===== config.mk =====
export PLATFORM = sky130hd
export DESIGN_NAME = mem_arbiter
export DESIGN_NICKNAME = d
export VERILOG_FILES = /design/src/rtl/mem_pkg.sv /design/src/rtl/starve_counter.sv /design/src/rtl/mem_arbiter.sv
export SDC_FILE = /design/constraint.sdc
export NUM_CORES = 1
export LEC_CHECK = 0
export ABC_CLOCK_PERIOD_IN_PS = 1880
export BUFFER_PORTS_ARGS = -buffer_cell sky130_fd_sc_hd__buf_2
export CORE_AREA = 2 2 105 107
export CTS_CLUSTER_SIZE = 28
export DETAILED_ROUTE_END_ITERATION = 10
export DIE_AREA = 0 0 107 109
export PLACE_DENSITY = 0.51
export SLEW_MARGIN = 0
export SYNTH_ARGS = -nofsm -noshare
export SYNTH_HDL_FRONTEND = slang
export SYNTH_SLANG_ARGS = --single-unit

===== constraint.sdc =====
create_clock -name i_clk -period 1.88 [get_ports i_clk]
set_clock_uncertainty 0.15 [all_clocks]
set_input_delay 0.282 -clock i_clk [delete_from_list [all_inputs] [get_ports i_clk]]
set_output_delay 0.282 -clock i_clk [all_outputs]
set_load 0.02 [all_outputs]

===== src/rtl/mem_pkg.sv =====
// Shared definitions for the data-memory port: width codes, read-owner tag,
// and the command bundle that the arbiter places on the memory port.
package mem_pkg;

  localparam logic [2:0] W_BYTE         = 3'b000;
  localparam logic [2:0] W_HALF         = 3'b001;
  localparam logic [2:0] W_WORD         = 3'b010;
  localparam int         W_UNSIGNED_BIT = 2;

  // Which requester the read data arriving next cycle belongs to
  typedef enum logic [1:0] {
    RD_NONE = 2'd0,
    RD_IF   = 2'd1,
    RD_LS   = 2'd2
  } rd_owner_e;

  // Memory command without data payload (data width is a module parameter)
  typedef struct packed {
    logic [31:0] addr;
    logic [2:0]  width;
    logic        we;
  } mem_cmd_t;

endpackage


===== src/rtl/starve_counter.sv =====
// Saturating counter of consecutive LS wins while IF waits. Clear beats increment.
module starve_counter #(
  parameter int MAX = 4,
  parameter int CW  = $clog2(MAX + 1)
) (
  input  logic          clk,
  input  logic          rst_n,
  input  logic          inc,
  input  logic          clr,
  output logic [CW-1:0] cnt,
  output logic          sat
);

  assign sat = (cnt == CW'(MAX));

  // Count up to MAX and stick there until cleared
  always_ff @(posedge clk or negedge rst_n) begin
    if (!rst_n)          cnt <= '0;
    else if (clr)        cnt <= '0;
    else if (inc && !sat) cnt <= cnt + CW'(1);
  end

endmodule


===== src/rtl/mem_arbiter.sv =====
// Shares the single-ported synchronous-read data memory between IF and LS.
// LS wins ties unless IF has been passed over STARVE_MAX times in a row.
// A one-deep owner tag steers the read data returning one cycle later.
module mem_arbiter
  import mem_pkg::*;
#(
  parameter int DW         = 32,
  parameter int STARVE_MAX = 4
) (
  input  logic          i_clk,
  input  logic          i_rst_n,
  input  logic          if_req_valid,
  input  logic [31:0]   if_req_addr,
  output logic          if_req_ready,
  output logic          if_rsp_valid,
  output logic [DW-1:0] if_rsp_data,
  input  logic          ls_req_valid,
  input  logic          ls_req_we,
  input  logic [2:0]    ls_req_width,
  input  logic [31:0]   ls_req_addr,
  input  logic [DW-1:0] ls_req_wdata,
  output logic          ls_req_ready,
  output logic          ls_rsp_valid,
  output logic [DW-1:0] ls_rsp_data,
  output logic [31:0]   mem_addr,
  output logic [2:0]    mem_width,
  output logic          mem_we,
  output logic [DW-1:0] mem_wdata,
  input  logic [DW-1:0] mem_rdata
);

  localparam int CW = $clog2(STARVE_MAX + 1);

  logic          gnt_if, gnt_ls;
  logic          starve_sat;
  logic [CW-1:0] starve_cnt;
  rd_owner_e     rd_owner, rd_owner_nxt;
  logic          st_done;
  mem_cmd_t      cmd;

  // Reset gates the grant so nothing reaches memory while i_rst_n is low
  assign gnt_ls = i_rst_n && ls_req_valid && (!if_req_valid || !starve_sat);
  assign gnt_if = i_rst_n && if_req_valid && !gnt_ls;

  assign if_req_ready = gnt_if;
  assign ls_req_ready = gnt_ls;

  starve_counter #(.MAX(STARVE_MAX), .CW(CW)) u_starve (
    .clk   (i_clk),
    .rst_n (i_rst_n),
    .inc   (gnt_ls && if_req_valid),
    .clr   (gnt_if || !if_req_valid),
    .cnt   (starve_cnt),
    .sat   (starve_sat)
  );

  // Mux the winner onto the memory port; idle port reads as a benign word read of 0
  always_comb begin
    cmd       = '{addr: 32'h0, width: W_WORD, we: 1'b0};
    mem_wdata = '0;
    if (gnt_ls) begin
      cmd       = '{addr: ls_req_addr, width: ls_req_width, we: ls_req_we};
      mem_wdata = ls_req_wdata;
    end else if (gnt_if) begin
      cmd       = '{addr: if_req_addr, width: W_WORD, we: 1'b0};
    end
  end

  assign mem_addr  = cmd.addr;
  assign mem_width = cmd.width;
  assign mem_we    = cmd.we;

  // Tag the read issued this cycle so its data is routed back next cycle
  always_comb begin
    rd_owner_nxt = RD_NONE;
    if (gnt_if)                  rd_owner_nxt = RD_IF;
    else if (gnt_ls && !ls_req_we) rd_owner_nxt = RD_LS;
  end

  // Owner tag and store-completion flag; reset drops anything in flight
  always_ff @(posedge i_clk or negedge i_rst_n) begin
    if (!i_rst_n) begin
      rd_owner <= RD_NONE;
      st_done  <= 1'b0;
    end else begin
      rd_owner <= rd_owner_nxt;
      st_done  <= gnt_ls && ls_req_we;
    end
  end

  // Data is forced to zero whenever the matching valid is low
  assign if_rsp_valid = (rd_owner == RD_IF);
  assign if_rsp_data  = if_rsp_valid ? mem_rdata : '0;
  assign ls_rsp_valid = (rd_owner == RD_LS) || st_done;
  assign ls_rsp_data  = (rd_owner == RD_LS) ? mem_rdata : '0;

endmodule


==> impl_metrics.xml, run 1 <==
<?xml version="1.0" encoding="UTF-8"?>
<metrics>
  <group name="outcome">
    <metric name="run_status" unit="">finished, violations left</metric>
    <metric name="violations" unit="">negative setup slack</metric>
  </group>
  <group name="critical_path">
    <metric name="timing.critical_path.from_type" unit="">register</metric>
    <metric name="critPathCaptureType" unit="">output pin</metric>
    <metric name="critical-path-slowest-cell" unit="">sky130_fd_sc_hd__dfrtp_1</metric>
    <metric name="timing.critical_path.required" unit="ns">1.45</metric>
    <metric name="worst_path_dominant_cell_family" unit="">buffers and inverters</metric>
    <metric name="arr_time_crit_path" unit="ns">1.66</metric>
    <metric name="timing.setup.critical_path_class" unit="">register to output pin</metric>
    <metric name="cp.buffers_inverters" unit="">4</metric>
    <metric name="critical-path-max-stage-delay" unit="ns">0.39</metric>
    <metric name="critical_path_peak_fanout" unit="">18</metric>
    <metric name="sequence_of_cells_on_the_critical_path" unit="">inv_2 -&gt; ha_4 -&gt; a31oi_4 -&gt; buf_6 -&gt; buf_12 -&gt; a22o_1 -&gt; buf_2</metric>
  </group>
  <group name="cts">
    <metric name="root_buffer" unit="">sky130_fd_sc_hd__clkbuf_8</metric>
    <metric name="cts_tree" unit="">yes</metric>
    <metric name="clk_transition_reported_paths" unit="ns">0.04</metric>
    <metric name="cts_max_path_buffers" unit="">2</metric>
    <metric name="clock_tree.htree_level_count" unit="">1</metric>
    <metric name="cts.sinks" unit="">6</metric>
    <metric name="clock_latency" unit="ns">0.22</metric>
    <metric name="tritoncts.num_buffers" unit="">3</metric>
  </group>
  <group name="timing">
    <metric name="whs" unit="ns">0.168</metric>
    <metric name="slew_violations" unit="">0</metric>
    <metric name="fin_crit" unit="ns">2.10</metric>
    <metric name="fmax" unit="GHz">0.477</metric>
    <metric name="finalSetupViolCount" unit="">69</metric>
    <metric name="finalCritPeriodShare" unit="%">111</metric>
    <metric name="setup_ws" unit="ns">-0.215</metric>
    <metric name="hold_viol_final" unit="">0</metric>
    <metric name="max_slew_margin" unit="%">83.5</metric>
    <metric name="worst_slew_pin_slew" unit="ns">0.248</metric>
    <metric name="setup-tns-final" unit="ns">-11.48</metric>
    <metric name="unrepaired_setup_endpoints_after_global_routing" unit="">yes</metric>
  </group>
  <group name="synth">
    <metric name="synth.most_common_cell" unit="">sky130_fd_sc_hd__and2_1</metric>
    <metric name="synth_cell_types" unit="">22</metric>
    <metric name="synthDominantAreaCellType" unit="">sky130_fd_sc_hd__and2_1</metric>
    <metric name="synth_cells" unit="">179</metric>
    <metric name="post_synth_instance_area" unit="um^2">1350</metric>
    <metric name="avgSynthCellArea" unit="um^2">7.52</metric>
    <metric name="synth.top_cells.by_count" unit="">sky130_fd_sc_hd__and2_1, sky130_fd_sc_hd__a22o_1, sky130_fd_sc_hd__buf_6, sky130_fd_sc_hd__clkbuf_1, sky130_fd_sc_hd__dfrtp_1</metric>
    <metric name="syn-num-nets" unit="">317</metric>
    <metric name="synth_edf_count" unit="">0</metric>
    <metric name="synth_flop_cell" unit="">sky130_fd_sc_hd__dfrtp_1</metric>
    <metric name="netlist.area_leader.share" unit="%">46.0</metric>
    <metric name="asyncSetResetFlopFracSynth" unit="%">100</metric>
    <metric name="yosysSeqAreaShare" unit="%">11.2</metric>
    <metric name="ys_seq_elements" unit="">6</metric>
    <metric name="synth.area.top_cells" unit="">sky130_fd_sc_hd__and2_1, sky130_fd_sc_hd__a22o_1, sky130_fd_sc_hd__dfrtp_1</metric>
    <metric name="synth-warning-count" unit="">0</metric>
  </group>
  <group name="global_route">
    <metric name="vias_in_the_first_global_route" unit="">2314</metric>
    <metric name="gr-usage-all-layers" unit="%">12.9</metric>
    <metric name="grt_antenna_before_repair" unit="">0</metric>
    <metric name="gr-total-overflow" unit="">0</metric>
    <metric name="maximum_number_of_pins_on_one_net_before_global_route_repair" unit="">35</metric>
    <metric name="grt_pass1_wl" unit="um">11800</metric>
  </group>
  <group name="finish">
    <metric name="drive_above_1_share" unit="%">73.7</metric>
    <metric name="multi_input_comb_area" unit="um^2">1180</metric>
    <metric name="regArea" unit="um^2">150</metric>
    <metric name="antenna_diodes" unit="">0</metric>
    <metric name="fill_cells" unit="">1100</metric>
    <metric name="postLayoutCellArea" unit="um^2">3700</metric>
    <metric name="area_growth_syn_to_layout" unit="%">175</metric>
    <metric name="design.final.nets" unit="">600</metric>
  </group>
  <group name="detailed_routing">
    <metric name="ant_nets" unit="">0</metric>
    <metric name="avgRoutedWirePerCell" unit="um">14.8</metric>
    <metric name="dr.first_iter.drc_count" unit="">91</metric>
    <metric name="dr_total_vias" unit="">2433</metric>
    <metric name="detail_route.vias_per_cell" unit="">4.06</metric>
    <metric name="pre_antenna_drt_iters" unit="">4</metric>
    <metric name="wl" unit="um">8910</metric>
    <metric name="remaining_routing_drc_violations" unit="">0</metric>
  </group>
  <group name="power_and_ir_drop">
    <metric name="p_per_area" unit="nW/um^2">303</metric>
    <metric name="leakagePower" unit="nW">2.13</metric>
    <metric name="peakVddDrop" unit="V">0.000163</metric>
  </group>
  <group name="die">
    <metric name="coreArea" unit="um^2">10600</metric>
    <metric name="die_x" unit="um">107</metric>
    <metric name="io-pin-count" unit="">272</metric>
    <metric name="core.rowCount" unit="">38</metric>
    <metric name="die_y" unit="um">109</metric>
    <metric name="starting_utilization_of_the_core_area" unit="%">12.7</metric>
    <metric name="design.die.area" unit="um^2">11700</metric>
  </group>
  <group name="placement">
    <metric name="placement.io_buffers" unit="">271</metric>
    <metric name="dpl-instance-area" unit="um^2">2850</metric>
    <metric name="preCtsSetupSlack" unit="ns">-0.0704</metric>
    <metric name="gp_congestion" unit="">0.749</metric>
    <metric name="dp_hpwl" unit="um">6420</metric>
  </group>
  <group name="hold_path">
    <metric name="holdCritPathClass" unit="">primary input to register</metric>
  </group>
  <group name="flow_run">
    <metric name="drv.max_cap_violation_count" unit="">0</metric>
  </group>
</metrics>
-- layer usage --
metal / global-route usage (%) / wire [um] / vias to the layer above
met2: 26.1 / 4770 / 168
met3: 2.93 / 856 / 8
met5: 0 / 0 / -
li1: - / - / 1165
met1: 13.7 / 3220 / 1092
met4: 2.13 / 61 / 0
-- final timing paths --
kind                                                    end  slack [ns]                        start  depth (start not counted)
worst max-delay path                           mem_addr[16]       -0.22  u_starve.cnt[0]$_DFFE_PN0P_                          7
worst min-delay path                      st_done$_DFF_PN0_        0.17                    ls_req_we                          2
worst max register to register        rd_owner[1]$_DFF_PN0_        0.39  u_starve.cnt[0]$_DFFE_PN0P_                          6
worst min register to register  u_starve.cnt[0]$_DFFE_PN0P_        0.45  u_starve.cnt[0]$_DFFE_PN0P_                          3
max in group asynchronous       u_starve.cnt[2]$_DFFE_PN0P_        1.03                      i_rst_n                          3
min in group asynchronous             rd_owner[0]$_DFF_PN0_        0.41                      i_rst_n                          3
-- cell usage in the layout (no fill, tap or decap), types with 2 or more instances in the layout --
master	instances
sky130_fd_sc_hd__a22o_1	32
sky130_fd_sc_hd__and2_1	64
sky130_fd_sc_hd__buf_16	7
sky130_fd_sc_hd__buf_12	5
sky130_fd_sc_hd__buf_6	59
sky130_fd_sc_hd__nand2b_1	3
sky130_fd_sc_hd__dfrtp_1	6
sky130_fd_sc_hd__a21oi_1	2
sky130_fd_sc_hd__nand3_1	3
sky130_fd_sc_hd__nor2b_1	2
sky130_fd_sc_hd__clkbuf_16	2
sky130_fd_sc_hd__and2_4	35
sky130_fd_sc_hd__buf_2	212
sky130_fd_sc_hd__buf_4	8
sky130_fd_sc_hd__inv_2	2
sky130_fd_sc_hd__clkbuf_8	3
-- power breakdown --
| group | switching (mW) | internal (mW) |
|---|---|---|
| Sequential | 0.00229 | 0.134 |
| Combinational | 0.371 | 0.416 |
| Clock | 0.0585 | 0.138 |
-- cells by family after synthesis --
logic type                 count (synthesis)  synth area share [%]
buffers and inverters                     19                  9.48
AOI/OAI and AO/OA                         37                  24.4
and+or+nand+nor                          115                  53.1
adders and majority gates                  2                  1.86
DFF                                        6                  11.2
-- cell type report --
class | count | area share [%]
Tap cell | 140 | 4.74
Inverter | 3 | 0.305
Clock buffer | 3 | 1.12
Multi-Input combinational cell | 154 | 31.9
Timing Repair Buffer | 294 | 57.8
Sequential cell | 6 | 4.06
-- metrics by stage --
stage | total power, mW | instances | util, %
2_1_floorplan | 0.436 | 179 | -
3_3_place_gp | 0.711 | 582 | 26.8
3_5_place_dp | 0.716 | 582 | 26.8
4_1_cts | 1.10 | 596 | 33.5
5_1_grt | 1.18 | 600 | 34.9
6_report | 1.12 | 600 | 34.9
-- worst reg2reg max path: stages, from the launching register on --
cell and delay (ns):
sky130_fd_sc_hd__dfrtp_1 0.39, sky130_fd_sc_hd__inv_2 0.09, sky130_fd_sc_hd__ha_4 0.15, sky130_fd_sc_hd__a31oi_4 0.10
sky130_fd_sc_hd__buf_12 0.18, sky130_fd_sc_hd__buf_16 0.17, sky130_fd_sc_hd__and2b_1 0.15
-- sequential cells by signal, indices dropped and copies added (netlist names) --
name / count
u_starve.cnt: 3
st_done: 1
rd_owner: 2
-- repair_timing --
item                                   CTS  global route
hold buffers                             1             0
endpoints found under the hold margin    6             0
resized for setup                      148            21
setup buffers                            3             2
pin swaps                               27            18
cloned                                   7             2
setup endpoints to repair               70            70
(Power assumes the default switching activity.)
==> run 2: changes to the inputs <==
--- a/config.mk
+++ b/config.mk
@@ -7,12 +7,13 @@
 export LEC_CHECK = 0
 export ABC_CLOCK_PERIOD_IN_PS = 1880
 export BUFFER_PORTS_ARGS = -buffer_cell sky130_fd_sc_hd__buf_2
-export CORE_AREA = 2 2 105 107
+export CORE_AREA = 2 2 106 108
 export CTS_CLUSTER_SIZE = 28
 export DETAILED_ROUTE_END_ITERATION = 10
-export DIE_AREA = 0 0 107 109
-export PLACE_DENSITY = 0.51
+export DIE_AREA = 0 0 108 110
+export PLACE_DENSITY = 0.56
 export SLEW_MARGIN = 0
 export SYNTH_ARGS = -nofsm -noshare
 export SYNTH_HDL_FRONTEND = slang
+export SYNTH_HIERARCHICAL = 1
 export SYNTH_SLANG_ARGS = --single-unit
==> run 2 against run 1 <==
- the run still ends with negative setup slack left
- sequential power hardly changed
- sequential cell count unchanged
- critical endpoint is now mem_we
- final cell count rose by 14%
- register-to-register slack lost 0.49 ns
- non-clock buffer count rose by 15
- combinational power grew 31%
- setup slack lost 0.14 ns
- sequential share of layout area shrank 0.92 points
- power rose by 21%
- clock-buffer cell count unchanged
- first-iteration DRC count grew 31%
- critical path type unchanged
- die area increased by 1.9%
==> impl_metrics.xml, run 2 <==
<?xml version="1.0" encoding="UTF-8"?>
<metrics>
  <group name="placement">
    <metric name="dp_hpwl" unit="um">7780</metric>
    <metric name="gp_congestion" unit="">0.778</metric>
    <metric name="placement.io_buffers" unit="">271</metric>
  </group>
  <group name="global_route">
    <metric name="gr-total-overflow" unit="">0</metric>
    <metric name="maximum_number_of_pins_on_one_net_before_global_route_repair" unit="">71</metric>
    <metric name="grt_antenna_before_repair" unit="">1</metric>
    <metric name="gr-usage-all-layers" unit="%">14.7</metric>
    <metric name="vias_in_the_first_global_route" unit="">2822</metric>
    <metric name="grt_pass1_wl" unit="um">14000</metric>
  </group>
  <group name="synth">
    <metric name="synth_cells" unit="">261</metric>
    <metric name="asyncSetResetFlopFracSynth" unit="%">100</metric>
    <metric name="synth.most_common_cell" unit="">sky130_fd_sc_hd__and2_1</metric>
    <metric name="synth_flop_cell" unit="">sky130_fd_sc_hd__dfrtp_1</metric>
    <metric name="synth_cell_types" unit="">29</metric>
    <metric name="ys_seq_elements" unit="">6</metric>
    <metric name="synthDominantAreaCellType" unit="">sky130_fd_sc_hd__o32ai_2</metric>
    <metric name="syn-num-nets" unit="">399</metric>
    <metric name="netlist.area_leader.share" unit="%">24.5</metric>
    <metric name="synth_edf_count" unit="">0</metric>
    <metric name="synth-warning-count" unit="">6</metric>
    <metric name="yosysSeqAreaShare" unit="%">7.80</metric>
    <metric name="avgSynthCellArea" unit="um^2">7.37</metric>
    <metric name="synth.top_cells.by_count" unit="">sky130_fd_sc_hd__and2_1, sky130_fd_sc_hd__nand2_1, sky130_fd_sc_hd__and3_1, sky130_fd_sc_hd__o32ai_2, sky130_fd_sc_hd__clkbuf_1</metric>
    <metric name="post_synth_instance_area" unit="um^2">1920</metric>
    <metric name="synth.area.top_cells" unit="">sky130_fd_sc_hd__o32ai_2, sky130_fd_sc_hd__and2_1, sky130_fd_sc_hd__nand2_1</metric>
  </group>
  <group name="hold_path">
    <metric name="timing.hold.worst_path_depth" unit="">2</metric>
    <metric name="worstHoldEndpoint" unit="">rd_owner[1]$_DFF_PN0_</metric>
    <metric name="worst_hold_startpoint" unit="">ls_req_we</metric>
    <metric name="holdCritPathClass" unit="">primary input to register</metric>
  </group>
  <group name="detailed_routing">
    <metric name="dr.first_iter.drc_count" unit="">119</metric>
    <metric name="pre_antenna_drt_iters" unit="">4</metric>
    <metric name="ant_nets" unit="">0</metric>
    <metric name="wl" unit="um">10600</metric>
    <metric name="dr_total_vias" unit="">2984</metric>
    <metric name="avgRoutedWirePerCell" unit="um">15.5</metric>
    <metric name="detail_route.vias_per_cell" unit="">4.37</metric>
    <metric name="remaining_routing_drc_violations" unit="">0</metric>
  </group>
  <group name="cts">
    <metric name="clock_tree.htree_level_count" unit="">1</metric>
    <metric name="clock_latency" unit="ns">0.22</metric>
    <metric name="tritoncts.num_buffers" unit="">3</metric>
    <metric name="cts_tree" unit="">yes</metric>
    <metric name="clk_transition_reported_paths" unit="ns">0.04</metric>
    <metric name="cts_max_path_buffers" unit="">2</metric>
    <metric name="cts.sinks" unit="">6</metric>
    <metric name="root_buffer" unit="">sky130_fd_sc_hd__clkbuf_8</metric>
  </group>
  <group name="critical_path">
    <metric name="timing.rr.end" unit="">u_starve/cnt[0]$_DFFE_PN0P_</metric>
    <metric name="rr_worst_depth" unit="">8</metric>
    <metric name="critical_path_peak_fanout" unit="">4</metric>
    <metric name="timing.critical_path.from_type" unit="">register</metric>
    <metric name="critical-path-slowest-cell" unit="">sky130_fd_sc_hd__dfrtp_1</metric>
    <metric name="regToRegStartpoint" unit="">u_starve/cnt[0]$_DFFE_PN0P_</metric>
    <metric name="critPathCaptureType" unit="">output pin</metric>
    <metric name="sequence_of_cells_on_the_critical_path" unit="">inv_2 -&gt; ha_4 -&gt; and2_4 -&gt; buf_6 -&gt; a21boi_4 -&gt; buf_6 -&gt; buf_16 -&gt; and3_4 -&gt; buf_6</metric>
    <metric name="critical-path-max-stage-delay" unit="ns">0.36</metric>
    <metric name="reg2reg_slack" unit="ns">-0.10</metric>
    <metric name="cp_common_cell" unit="">sky130_fd_sc_hd__buf_6</metric>
    <metric name="timing.critical_path.required" unit="ns">1.45</metric>
    <metric name="timing.setup.critical_path_class" unit="">register to output pin</metric>
    <metric name="arr_time_crit_path" unit="ns">1.80</metric>
  </group>
  <group name="finish">
    <metric name="largest_register_ffs" unit="">3</metric>
    <metric name="area_growth_syn_to_layout" unit="%">148</metric>
    <metric name="largest_register" unit="">u_starve/cnt</metric>
    <metric name="mostFrequentLayoutCells" unit="">sky130_fd_sc_hd__buf_2, sky130_fd_sc_hd__and2_1, sky130_fd_sc_hd__nand2_1, sky130_fd_sc_hd__buf_6, sky130_fd_sc_hd__o32ai_4</metric>
    <metric name="drive_above_1_share" unit="%">69.4</metric>
    <metric name="design.final.nets" unit="">682</metric>
    <metric name="mostFrequentLayoutCell" unit="">sky130_fd_sc_hd__buf_2</metric>
    <metric name="fraction_of_the_core_area_covered_by_cells_at_the_end_of_the_flow" unit="%">44.6</metric>
    <metric name="reg_top3" unit="">u_starve/cnt (3), rd_owner (2), st_done (1)</metric>
  </group>
  <group name="die">
    <metric name="coreArea" unit="um^2">10700</metric>
    <metric name="starting_utilization_of_the_core_area" unit="%">18.0</metric>
    <metric name="die_y" unit="um">110</metric>
    <metric name="design.die.area" unit="um^2">11900</metric>
    <metric name="core.rowCount" unit="">38</metric>
    <metric name="die_x" unit="um">108</metric>
    <metric name="io-pin-count" unit="">272</metric>
  </group>
  <group name="power_and_ir_drop">
    <metric name="peakVddDrop" unit="V">0.000186</metric>
    <metric name="seq_power_share" unit="%">9.9</metric>
    <metric name="p_int" unit="uW">786</metric>
    <metric name="switching_share" unit="%">42.3</metric>
    <metric name="net_load_switching_power" unit="uW">575</metric>
    <metric name="leakagePower" unit="nW">2.42</metric>
    <metric name="clock_power_share" unit="%">14.5</metric>
    <metric name="p_per_area" unit="nW/um^2">285</metric>
    <metric name="combinational_power_share" unit="%">75.6</metric>
  </group>
  <group name="timing">
    <metric name="worst_slew_pin_slew" unit="ns">0.581</metric>
    <metric name="whs" unit="ns">0.109</metric>
    <metric name="fin_crit" unit="ns">2.23</metric>
    <metric name="setup_ws" unit="ns">-0.353</metric>
    <metric name="max_slew_margin" unit="%">61.2</metric>
    <metric name="finalSetupViolCount" unit="">72</metric>
    <metric name="slew_violations" unit="">0</metric>
    <metric name="unrepaired_setup_endpoints_after_global_routing" unit="">yes</metric>
    <metric name="finalCritPeriodShare" unit="%">119</metric>
    <metric name="hold_viol_final" unit="">0</metric>
    <metric name="fmax" unit="GHz">0.448</metric>
  </group>
  <group name="outcome">
    <metric name="violations" unit="">negative setup slack</metric>
    <metric name="run_status" unit="">finished, violations left</metric>
  </group>
  <group name="flow_run">
    <metric name="drv.max_cap_violation_count" unit="">0</metric>
  </group>
</metrics>
==> run 2: changes by cell type in the layout (fill, tap and decap cells not counted), sizes merged, moves of 2 or more <==
cell,previous run,this run
a31oi,2,0
nand2b,4,2
nor3,0,3
dlygate4sd3,1,3
nand2,2,64
and2,99,65
a22o,32,0
nor2b,2,4
o32ai,0,32
and3,0,36
buf,291,303
nand3,3,0
==> run 2: worst max-delay path: cells and delay by family, from the launching register on <==
| kind | cells | cell delay (ns) |
|---|---|---|
| buffers and inverters | 5 | 0.54 |
| flip-flops | 1 | 0.36 |
| AND/OR/NAND/NOR | 2 | 0.32 |
| AO/OA/AOI/OAI | 1 | 0.19 |
| adder cells (fa/ha/maj) | 1 | 0.15 |
==> run 2: per-stage QoR <==
stage                     total power, mW  worst slack [ns]  setup TNS, ns  instance area, um^2  cells
after floorplan                     0.615            -0.191          -1.32                 2180    261
after global placement              0.924            -0.119          -4.61                 3780    663
after detailed placement            0.935            -0.182          -7.48                 3780    663
after CTS                            1.26            -0.322         -20.09                 4320    678
after global routing                 1.44            -0.416         -24.04                 4770    682
final                                1.36            -0.353         -19.63                 4770    683
==> run 2: routing by layer <==
metal	track usage, %	vias to the layer above	wire length [um]
met3	3.70	4	859
met1	16.3	1368	3850
met5	0	-	13
li1	-	1472	-
met4	2.66	2	36
met2	28.5	138	5820
==> run 2: timing repair <==
action                                  4_1_cts  5_1_grt
endpoints found under the setup margin       71       73
pin swaps                                     5       29
endpoints found under the hold margin         6        0
gates cloned                                  5        3
hold buffers                                  3        0
buffers inserted                              4        3
resized for setup                           102       82
==> run 2: how the worst max path moves through the flow <==
stage / cells after the start / slack, ns / end / from
5_1_grt: 9 / -0.42 / mem_we / u_starve/cnt[0]$_DFFE_PN0P_
2_1_floorplan: 9 / -0.19 / u_starve/cnt[0]$_DFFE_PN0P_ / u_starve/cnt[0]$_DFFE_PN0P_
4_1_cts: 9 / -0.32 / mem_wdata[24] / u_starve/cnt[0]$_DFFE_PN0P_
6_report: 9 / -0.35 / mem_we / u_starve/cnt[0]$_DFFE_PN0P_
3_5_place_dp: 7 / -0.18 / mem_addr[18] / u_starve/cnt[1]$_DFFE_PN0P_
3_3_place_gp: 7 / -0.12 / mem_addr[22] / u_starve/cnt[1]$_DFFE_PN0P_
==> run 2: cells by family after synthesis <==
kind of cell / Yosys count / synth area share, %
DFF: 6 / 7.80
AOI/OAI and AO/OA: 37 / 28.5
and+or+nand+nor: 179 / 49.9
adders and majority gates: 2 / 1.30
muxes: 2 / 1.30
buffers and inverters: 35 / 11.2
==> run 2: area by class of cell <==
class                           instances  area, um^2
Fill cell                            1060        5920
Timing Repair Buffer                  309        2320
Multi-Input combinational cell        220        2070
Tap cell                              140         175
Sequential cell                         6         150
Clock buffer                            3        41.3
Inverter                                4        15.0
Antenna cell                            1        2.50
==> run 2: power groups by stage <==
stage | sequential (mW) | clock, mW | combinational (mW)
global route | 0.135 | 0.211 | 1.09
global placement | 0.136 | 0 | 0.787
floorplan | 0.136 | 0 | 0.479
detailed placement | 0.137 | 0 | 0.798
finish | 0.135 | 0.197 | 1.03
CTS | 0.135 | 0.203 | 0.921
==> run 3: changes to the inputs <==
--- a/config.mk
+++ b/config.mk
@@ -12,6 +12,7 @@
 export DETAILED_ROUTE_END_ITERATION = 10
 export DIE_AREA = 0 0 108 110
 export PLACE_DENSITY = 0.56
+export RECOVER_POWER = 25
 export SLEW_MARGIN = 0
 export SYNTH_ARGS = -nofsm -noshare
 export SYNTH_HDL_FRONTEND = slang
==> run 3 against run 2 <==
- the run still ends with negative setup slack left
- critical endpoint unchanged
- clock-buffer cell count unchanged
- critical path depth unchanged
- die area did not move
==> impl_metrics.xml, run 3 (synthesis gave the netlist of run 2 again) <==
<?xml version="1.0" encoding="UTF-8"?>
<metrics>
  <group name="outcome">
    <metric name="run_status" unit="">finished, violations left</metric>
    <metric name="violations" unit="">negative setup slack</metric>
  </group>
  <group name="timing">
    <metric name="setup_ws" unit="ns">-0.353</metric>
    <metric name="fmax" unit="GHz">0.448</metric>
    <metric name="fin_crit" unit="ns">2.23</metric>
    <metric name="finalSetupViolCount" unit="">72</metric>
    <metric name="hold_viol_final" unit="">0</metric>
    <metric name="slew_violations" unit="">0</metric>
    <metric name="max_slew_margin" unit="%">61.2</metric>
    <metric name="setup-tns-final" unit="ns">-19.66</metric>
    <metric name="worst_slew_pin_slew" unit="ns">0.581</metric>
    <metric name="finalCritPeriodShare" unit="%">119</metric>
    <metric name="unrepaired_setup_endpoints_after_global_routing" unit="">yes</metric>
  </group>
  <group name="critical_path">
    <metric name="reg2reg_slack" unit="ns">-0.10</metric>
    <metric name="cp_common_cell" unit="">sky130_fd_sc_hd__buf_6</metric>
    <metric name="critPathCaptureType" unit="">output pin</metric>
    <metric name="timing.critical_path.from_type" unit="">register</metric>
    <metric name="timing.critical_path.required" unit="ns">1.45</metric>
    <metric name="critical_path_peak_fanout" unit="">4</metric>
    <metric name="timing.setup.critical_path_class" unit="">register to output pin</metric>
    <metric name="arr_time_crit_path" unit="ns">1.80</metric>
    <metric name="critical-path-slowest-cell" unit="">sky130_fd_sc_hd__dfrtp_1</metric>
    <metric name="critical-path-max-stage-delay" unit="ns">0.36</metric>
    <metric name="sequence_of_cells_on_the_critical_path" unit="">inv_2 -&gt; ha_4 -&gt; and2_4 -&gt; buf_6 -&gt; a21boi_4 -&gt; buf_6 -&gt; buf_16 -&gt; and3_4 -&gt; buf_6</metric>
  </group>
  <group name="cts">
    <metric name="root_buffer" unit="">sky130_fd_sc_hd__clkbuf_8</metric>
    <metric name="clock_tree.htree_level_count" unit="">1</metric>
    <metric name="cts_tree" unit="">yes</metric>
    <metric name="clk_transition_reported_paths" unit="ns">0.04</metric>
    <metric name="cts.sinks" unit="">6</metric>
    <metric name="cts_max_path_buffers" unit="">2</metric>
    <metric name="tritoncts.num_buffers" unit="">3</metric>
    <metric name="clock_latency" unit="ns">0.22</metric>
  </group>
  <group name="detailed_routing">
    <metric name="pre_antenna_drt_iters" unit="">4</metric>
    <metric name="ant_nets" unit="">0</metric>
    <metric name="avgRoutedWirePerCell" unit="um">15.5</metric>
    <metric name="dr_total_vias" unit="">2986</metric>
    <metric name="remaining_routing_drc_violations" unit="">0</metric>
    <metric name="dr.first_iter.drc_count" unit="">124</metric>
    <metric name="wl" unit="um">10600</metric>
    <metric name="detail_route.vias_per_cell" unit="">4.37</metric>
  </group>
  <group name="power_and_ir_drop">
    <metric name="clock_power_share" unit="%">14.6</metric>
    <metric name="switching_share" unit="%">42.4</metric>
    <metric name="seq_power_share" unit="%">10.0</metric>
    <metric name="p_per_area" unit="nW/um^2">285</metric>
    <metric name="leakagePower" unit="nW">2.40</metric>
    <metric name="net_load_switching_power" unit="uW">574</metric>
    <metric name="combinational_power_share" unit="%">75.4</metric>
    <metric name="peakVddDrop" unit="V">0.000182</metric>
    <metric name="p_int" unit="uW">779</metric>
  </group>
  <group name="finish">
    <metric name="mostFrequentLayoutCells" unit="">sky130_fd_sc_hd__buf_2, sky130_fd_sc_hd__and2_1, sky130_fd_sc_hd__nand2_1, sky130_fd_sc_hd__buf_6, sky130_fd_sc_hd__o32ai_4</metric>
    <metric name="layoutNonFillerInstCount" unit="">683</metric>
    <metric name="mostFrequentLayoutCell" unit="">sky130_fd_sc_hd__buf_2</metric>
    <metric name="largest_register_ffs" unit="">3</metric>
    <metric name="drive_above_1_share" unit="%">69.2</metric>
    <metric name="fill_cells" unit="">1066</metric>
    <metric name="area_growth_syn_to_layout" unit="%">146</metric>
    <metric name="design.final.nets" unit="">682</metric>
    <metric name="reg_top3" unit="">u_starve/cnt (3), rd_owner (2), st_done (1)</metric>
    <metric name="largest_register" unit="">u_starve/cnt</metric>
  </group>
  <group name="placement">
    <metric name="preCtsSetupSlack" unit="ns">-0.182</metric>
    <metric name="placement.io_buffers" unit="">271</metric>
    <metric name="place_inst" unit="">663</metric>
    <metric name="gp_congestion" unit="">0.778</metric>
    <metric name="dp_hpwl" unit="um">7780</metric>
  </group>
  <group name="die">
    <metric name="core.rowCount" unit="">38</metric>
    <metric name="io-pin-count" unit="">272</metric>
    <metric name="die_y" unit="um">110</metric>
    <metric name="starting_utilization_of_the_core_area" unit="%">18.0</metric>
    <metric name="design.die.area" unit="um^2">11900</metric>
    <metric name="coreArea" unit="um^2">10700</metric>
    <metric name="die_x" unit="um">108</metric>
  </group>
  <group name="global_route">
    <metric name="grt_antenna_before_repair" unit="">1</metric>
    <metric name="gr-usage-all-layers" unit="%">14.7</metric>
    <metric name="gr-total-overflow" unit="">0</metric>
    <metric name="grt_pass1_wl" unit="um">14000</metric>
    <metric name="vias_in_the_first_global_route" unit="">2822</metric>
    <metric name="maximum_number_of_pins_on_one_net_before_global_route_repair" unit="">71</metric>
  </group>
  <group name="flow_run">
    <metric name="drv.max_cap_violation_count" unit="">0</metric>
  </group>
  <group name="hold_path">
    <metric name="holdCritPathClass" unit="">primary input to register</metric>
  </group>
</metrics>
-- run 3: cell count changes in the layout (fill, tap and decap cells not counted), sizes merged --
cell	change
buf	-5
clkbuf	+5
-- run 3: critical path: cells and delay by family (launching register included) --
kind	cells	cell delay, ns
buffers and inverters	5	0.54
flip-flops	1	0.36
AND/OR/NAND/NOR	2	0.32
AO/OA/AOI/OAI	1	0.19
adder cells (fa/ha/maj)	1	0.15
-- run 3: routing by layer --
metal / vias to the layer above / part of all wire, % / GRT usage (%)
met2: 138 / 55 / 28.5
met5: - / 0.12 / 0
li1: 1472 / - / -
met3: 4 / 8.1 / 3.70
met4: 2 / 0.34 / 2.66
met1: 1370 / 36 / 16.3
-- run 3: stage by stage --
stage / cell area, um^2 / total power, mW / hold WS [ns] / util [%]
3_3_place_gp: 3780 / 0.924 / 0.153 / 35.4
3_5_place_dp: 3780 / 0.935 / 0.164 / 35.4
5_1_grt: 4740 / 1.43 / 0.107 / 44.3
2_1_floorplan: 2180 / 0.615 / -0.164 / -
4_1_cts: 4320 / 1.26 / 0.103 / 40.4
6_report: 4740 / 1.35 / 0.108 / 44.3
-- run 3: final timing paths --
kind                            cells after the start                     endpoint                   startpoint
worst max-delay path                                9                       mem_we  u_starve/cnt[0]$_DFFE_PN0P_
worst min-delay path                                2        rd_owner[1]$_DFF_PN0_                    ls_req_we
worst max register to register                      8  u_starve/cnt[0]$_DFFE_PN0P_  u_starve/cnt[0]$_DFFE_PN0P_
worst min register to register                      3  u_starve/cnt[1]$_DFFE_PN0P_  u_starve/cnt[1]$_DFFE_PN0P_
max in group asynchronous                           3        rd_owner[1]$_DFF_PN0_                      i_rst_n
min in group asynchronous                           3  u_starve/cnt[2]$_DFFE_PN0P_                      i_rst_n
-- run 3: cell type report --
class | count | area (um^2) | area share [%]
Clock buffer | 3 | 41.3 | 0.871
Tap cell | 140 | 175 | 3.69
Timing Repair Buffer | 309 | 2290 | 48.3
Inverter | 4 | 15.0 | 0.317
Antenna cell | 1 | 2.50 | 0.0528
Multi-Input combinational cell | 220 | 2070 | 43.6
Sequential cell | 6 | 150 | 3.17
-- run 3: power by group through the flow --
stage | clock (mW) | combinational (mW) | sequential [mW]
final | 0.197 | 1.02 | 0.135
after global routing | 0.211 | 1.08 | 0.135
after CTS | 0.203 | 0.921 | 0.135
after detailed placement | 0 | 0.798 | 0.137
after global placement | 0 | 0.787 | 0.136
after floorplan | 0 | 0.479 | 0.136
-- run 3: timing repair --
| action | CTS | global route |
|---|---|---|
| pin swaps | 5 | 29 |
| resized for setup | 102 | 82 |
| setup buffers | 4 | 3 |
| setup endpoints to repair | 71 | 73 |
| hold buffers | 3 | 0 |
| endpoints found under the hold margin | 6 | 0 |
| gates cloned | 5 | 3 |
